--- src/rtl/alu_op_sequencer.sv ---
// Multi-cycle sequencer in front of the 32-bit ALU: N-bit shifts/rotates from
// single-bit ALU shifts, and 64-bit adds from ADD low half + ADC high half.
module alu_op_sequencer (
    input  logic        Clock,
    input  logic        Reset,
    input  logic        Start,
    input  logic [1:0]  Op,
    input  logic [2:0]  ShiftFun,
    input  logic [4:0]  Count,
    input  logic [63:0] OpA,
    input  logic [63:0] OpB,
    output logic        Busy,
    output logic        Done,
    output logic [63:0] Result,
    output logic [3:0]  ResultFlags,
    output logic [31:0] AluA,
    output logic [31:0] AluB,
    output logic [4:0]  AluFunSel,
    output logic        AluWF,
    input  logic [31:0] AluOut,
    input  logic [3:0]  AluFlags
);

    typedef enum logic [2:0] {IDLE, SHIFT, ADD_LO, ADD_HI, DONE} state_t;

    state_t      state;
    state_t      next_state;
    logic [2:0]  fun_q;
    logic [4:0]  cnt;
    logic [31:0] work;
    logic [31:0] lo;
    logic [31:0] hi;
    logic [63:0] opa_q;
    logic [63:0] opb_q;
    logic        is_add;
    logic        flags_pending;
    logic [3:0]  flags_q;
    logic [63:0] result_q;

    always_ff @(posedge Clock or negedge Reset) begin
        if (!Reset) state <= IDLE;
        else        state <= next_state;
    end

    always_comb begin
        next_state = state;
        case (state)
            IDLE: begin
                if (Start) begin
                    if (Op[1])             next_state = DONE;
                    else if (Op[0])        next_state = ADD_LO;
                    else if (Count == '0)  next_state = DONE;
                    else                   next_state = SHIFT;
                end
            end
            SHIFT:   if (cnt == 5'd1) next_state = DONE;
            ADD_LO:  next_state = ADD_HI;
            ADD_HI:  next_state = DONE;
            DONE:    next_state = IDLE;
            default: next_state = IDLE;
        endcase
    end

    always_comb begin
        AluA      = '0;
        AluB      = '0;
        AluFunSel = 5'b10000;
        AluWF     = 1'b0;
        case (state)
            SHIFT: begin
                AluA  = work;
                AluWF = 1'b1;
                case (fun_q)
                    3'd1:    AluFunSel = 5'b11100;
                    3'd2:    AluFunSel = 5'b11101;
                    3'd3:    AluFunSel = 5'b11110;
                    3'd4:    AluFunSel = 5'b11111;
                    default: AluFunSel = 5'b11011;
                endcase
            end
            ADD_LO: begin
                AluA      = opa_q[31:0];
                AluB      = opb_q[31:0];
                AluFunSel = 5'b10100;
                AluWF     = 1'b1;
            end
            ADD_HI: begin
                AluA      = opa_q[63:32];
                AluB      = opb_q[63:32];
                AluFunSel = 5'b10101;
                AluWF     = 1'b1;
            end
            default: ;
        endcase
    end

    assign Busy   = (state != IDLE);
    assign Done   = (state == DONE);
    assign Result = result_q;

    // The ALU only exposes the final micro-op's flags after the edge that enters
    // DONE, so they are passed through during DONE and captured on leaving it.
    always_comb begin
        if (flags_pending)
            ResultFlags = {AluFlags[3] & (~is_add | (lo == '0)), AluFlags[2:0]};
        else
            ResultFlags = flags_q;
    end

    always_ff @(posedge Clock or negedge Reset) begin
        if (!Reset) begin
            fun_q         <= '0;
            cnt           <= '0;
            work          <= '0;
            lo            <= '0;
            hi            <= '0;
            opa_q         <= '0;
            opb_q         <= '0;
            is_add        <= 1'b0;
            flags_pending <= 1'b0;
            flags_q       <= '0;
            result_q      <= '0;
        end else begin
            case (state)
                IDLE: begin
                    if (Start) begin
                        fun_q         <= ShiftFun;
                        cnt           <= Count;
                        work          <= OpA[31:0];
                        opa_q         <= OpA;
                        opb_q         <= OpB;
                        is_add        <= (Op == 2'b01);
                        flags_pending <= 1'b0;
                        if (Op[1]) begin
                            result_q <= '0;
                            flags_q  <= '0;
                        end else if (!Op[0] && Count == '0) begin
                            result_q <= {32'b0, OpA[31:0]};
                            flags_q  <= AluFlags;
                        end
                    end
                end
                SHIFT: begin
                    work <= AluOut;
                    cnt  <= cnt - 5'd1;
                    if (cnt == 5'd1) begin
                        result_q      <= {32'b0, AluOut};
                        flags_pending <= 1'b1;
                    end
                end
                ADD_LO: lo <= AluOut;
                ADD_HI: begin
                    hi            <= AluOut;
                    result_q      <= {AluOut, lo};
                    flags_pending <= 1'b1;
                end
                DONE: begin
                    flags_q       <= ResultFlags;
                    flags_pending <= 1'b0;
                end
                default: ;
            endcase
        end
    end

endmodule

--- config.mk ---
export PLATFORM = sky130hd
export DESIGN_NAME = alu_op_sequencer
export DESIGN_NICKNAME = d
export VERILOG_FILES = /design/src/rtl/alu_op_sequencer.sv
export SDC_FILE = /design/constraint.sdc
export NUM_CORES = 1
export LEC_CHECK = 0
export ABC_AREA = 1
export CAP_MARGIN = 20
export CORE_MARGIN = 3
export CORE_UTILIZATION = 45
export CTS_CLUSTER_SIZE = 24
export DETAILED_ROUTE_END_ITERATION = 16
export PLACE_DENSITY = 0.75
export SLEW_MARGIN = 20
export SYNTH_ARGS = -nofsm -noshare
export SYNTH_HDL_FRONTEND = slang
export SYNTH_SLANG_ARGS = --single-unit
--- constraint.sdc ---
create_clock -name Clock -period 2.09 [get_ports Clock]
set_input_delay 0.418 -clock Clock [delete_from_list [all_inputs] [get_ports Clock]]
set_output_delay 0.418 -clock Clock [all_outputs]
set_load 0.02 [all_outputs]
==> impl_metrics.tcl <==
set metrics [dict create \
    cts_sinks 273 \
    yosysSeqAreaShare_pct 56.43 \
    drt_iter0_drc 1473 \
    crit_arrival_ns 2.05 \
    slew_violations 0 \
    wl_per_cell_um 20.59 \
    violations "negative setup slack" \
    yosys_warnings 0 \
    cts_max_level 1 \
    timing.fmax_ghz 0.4051 \
    grt_pass1_vias 11370 \
    rows 59 \
    netlist_instances 1438 \
    p_per_area_nw_per_um2 1567 \
    syn_area_um2 12110 \
    rsz0062_at_grt "true" \
    start_util_pct 46.07 \
    p_clk_share_pct 18.1 \
    required_ns 1.67 \
    dp_hpwl_um 28200 \
    gp_congestion 0.9210 \
    io_pins 317 \
    final.period_utilization_pct 118.1 \
    die_w_um 170.0 \
    status "complete, but fails checks" \
    synth_seq_cells 273 \
    grt_usage_pct 27.04 \
    crit_type "flip-flop to primary output" \
    r2r-end "Result[47]$_DFFE_PN0P_" \
    clockRootBuffer "clkbuf_16" \
    drive_gt1_share_pct 20.48 \
    r2r_cells 15 \
    post-place-ws_ns -0.3282 \
    port_buffers 315 \
    hold_viol 0 \
    start_kind "flip-flop" \
    timing.rr.start "state[0]$_DFFE_PN0P_" \
    setup_viol 136 \
    swShare_pct 40.15 \
    leakagePower_nw 8.922 \
    drcViolationCount 0 \
    seq_power_share_pct 30.1 \
    internal_power_mw 17.79 \
    maxCapViolations 0 \
    dieHeight_um 170.0 \
    whs_ns 0.3613 \
    cts_tree "yes" \
    startpoint "state[2]$_DFFE_PN0P_" \
    peakVddDrop_uv 853.4 \
    grt_max_degree 57 \
    syn_nets 1617 \
    vias 12140 \
    n_antenna_cell 0 \
    clkTransAtPathRegs_ns 0.06 \
    syn_to_final_growth_pct 56.68 \
    core_area_um2 26280 \
    routed_wirelength_um 45500 \
    drt_first_pass_iters 6 \
    reg2reg_setup_slack_ns -0.23 \
    via_per_inst 5.492 \
    grt_pass1_wl_um 62310 \
    period_needed_ns 2.469 \
    cts_made_buffers 29 \
    clk_latency_ns 0.57 \
    syn_area_per_cell_um2 8.419 \
    hp-class "primary input to async pin" \
    p_comb_share_pct 51.8 \
    dieArea_um2 28910 \
    worst_slack_ns -0.3787 \
    fin_nets 2032 \
    skew_ns 0.02518 \
    worstSetupEndpointType "primary output" \
    path_max_fanout 7 \
    antenna_found_initial 1 \
    yosysUniqueCellTypes 34 \
    antenna_left 0 \
    p_sw_mw 11.93 \
    cts_max_path_buffers 3 \
    grt_overflow 0 \
]
## final cells by class
class / instances / area, um^2
fillers: 1873 / 7312
clock buffers: 40 / 847.1
flip-flops and latches: 273 / 6834
inverters: 204 / 788.3
repair buffers: 467 / 5177
clock inverters: 13 / 163.9
multi-input cells: 878 / 4738
well taps: 335 / 419.2
## synthesized netlist by cell type
cell type,n,area (um^2)
nand2_1,377,1415
dfrtp_1,273,6832
o21ai_0,249,1246
inv_1,198,743.2
nor2_1,71,266.5
clkbuf_1,41,153.9
o22ai_1,34,212.7
nand3_1,29,145.1
a21oi_1,27,135.1
buf_2,27,135.1
o221ai_1,23,201.4
o21ai_1,19,95.09
a22oi_1,10,75.07
a211oi_1,9,67.56
nand3b_1,9,67.56
buf_4,8,60.06
inv_2,6,22.52
buf_6,3,33.78
nand2_2,3,18.77
o211ai_1,3,22.52
buf_1,2,7.510
ha_1,2,25.02
nor2_2,2,12.51
nor2_4,2,22.52
xor2_1,2,17.52
a31oi_1,1,6.260
buf_8,1,15.01
clkbuf_2,1,5.000
conb_1,1,3.750
nand3_4,1,17.52
nand4_1,1,6.260
nor3_1,1,5.000
o31ai_1,1,7.510
or2_1,1,6.260
## cells by family after synthesis
group | after synthesis | share of synthesized area [%]
flops | 273 | 56.43
other cells | 1 | 0.03097
xor+xnor | 2 | 0.1447
buf+inv | 287 | 9.715
fa+ha+maj | 2 | 0.2067
compound gates | 376 | 17.09
simple gates | 497 | 16.38
## worst max-delay path by stage
stage,to,depth (start not counted),slack [ns]
detailed placement,ResultFlags[3],9,-0.33
global route,AluA[7],10,-0.42
CTS,AluA[12],10,-0.36
finish,AluA[21],10,-0.38
floorplan,AluB[10],7,0.03
global placement,AluA[21],7,-0.28
## sequential cells by signal, indices dropped and copies added, names as in the netlist
register	cells
opb_q	64
state	3
is_add	1
flags_q	4
Result	64
fun_q	3
work	32
opa_q	64
cnt	5
flags_pending	1
lo	32
## worst max-delay path: stages, from the launching register on
cell,delay (ns)
dfrtp_1,0.41
buf_6,0.14
inv_4,0.05
nand2_4,0.05
nor2_4,0.15
buf_12,0.15
buf_4,0.12
nand2_4,0.05
o221ai_2,0.07
buf_4,0.17
buf_6,0.11
## routing by layer
| layer | global-route usage, % | share of wire, % | routed length, um | up-vias |
|---|---|---|---|---|
| met3 | 5.041 | 9.4 | 4276 | 154 |
| met2 | 44.05 | 47 | 21300 | 756 |
| met4 | 9.030 | 5.4 | 2477 | 2 |
| met1 | 36.85 | 38 | 17430 | 5765 |
| li1 | - | - | - | 5460 |
| met5 | 0 | 0.029 | 13 | - |
## stage by stage
step	power [mW]	setup TNS (ns)	area [um^2]	util, %	instances
after floorplan	14.89	0	12110	-	1438
after global placement	19.69	-12.99	16240	61.79	2099
after detailed placement	19.97	-17.26	16240	61.79	2099
after CTS	26.30	-18.67	17660	67.21	2165
after global routing	31.23	-42.95	18970	72.18	2210
final	29.72	-32.82	18970	72.18	2210
## power groups by stage
| stage | Clock, mW | Combinational (mW) | Sequential (mW) |
|---|---|---|---|
| 2_1_floorplan | 0 | 5.79 | 9.10 |
| 3_3_place_gp | 0 | 11.0 | 8.72 |
| 3_5_place_dp | 0 | 11.2 | 8.79 |
| 4_1_cts | 5.46 | 12.0 | 8.82 |
| 5_1_grt | 5.64 | 16.4 | 9.17 |
| 6_report | 5.39 | 15.4 | 8.94 |
## placed cells by master, fill, tap and decap left out, types with 6 or more instances in the layout
cell	netlist	layout
buf_8	1	7
nand3_1	29	29
clkdlybuf4s50_1	0	239
clkinv_2	0	6
dfrtp_1	273	271
nand2_1	377	354
o22ai_4	0	10
buf_4	8	107
o22ai_1	34	11
o21ai_0	249	212
nand2_4	0	15
buf_12	0	26
o221ai_2	0	18
o21ai_1	19	50
buf_6	3	56
a21oi_1	27	26
nand2_2	3	10
clkbuf_16	0	46
o22ai_2	0	13
nand3b_1	9	9
buf_16	0	8
inv_1	198	193
inv_2	6	6
a22oi_2	0	9
nor2_1	71	66
clkbuf_8	0	8
o21ai_2	0	6
a211oi_1	9	9
## timing repair
action,in CTS,in global routing
pin swaps,5,13
resized for setup,451,156
setup endpoints to repair,84,278
cloned,1,26
endpoints found under the hold margin,40,0
setup buffers,13,22
hold buffers,1,0
Power figures use the tool's default switching activity.
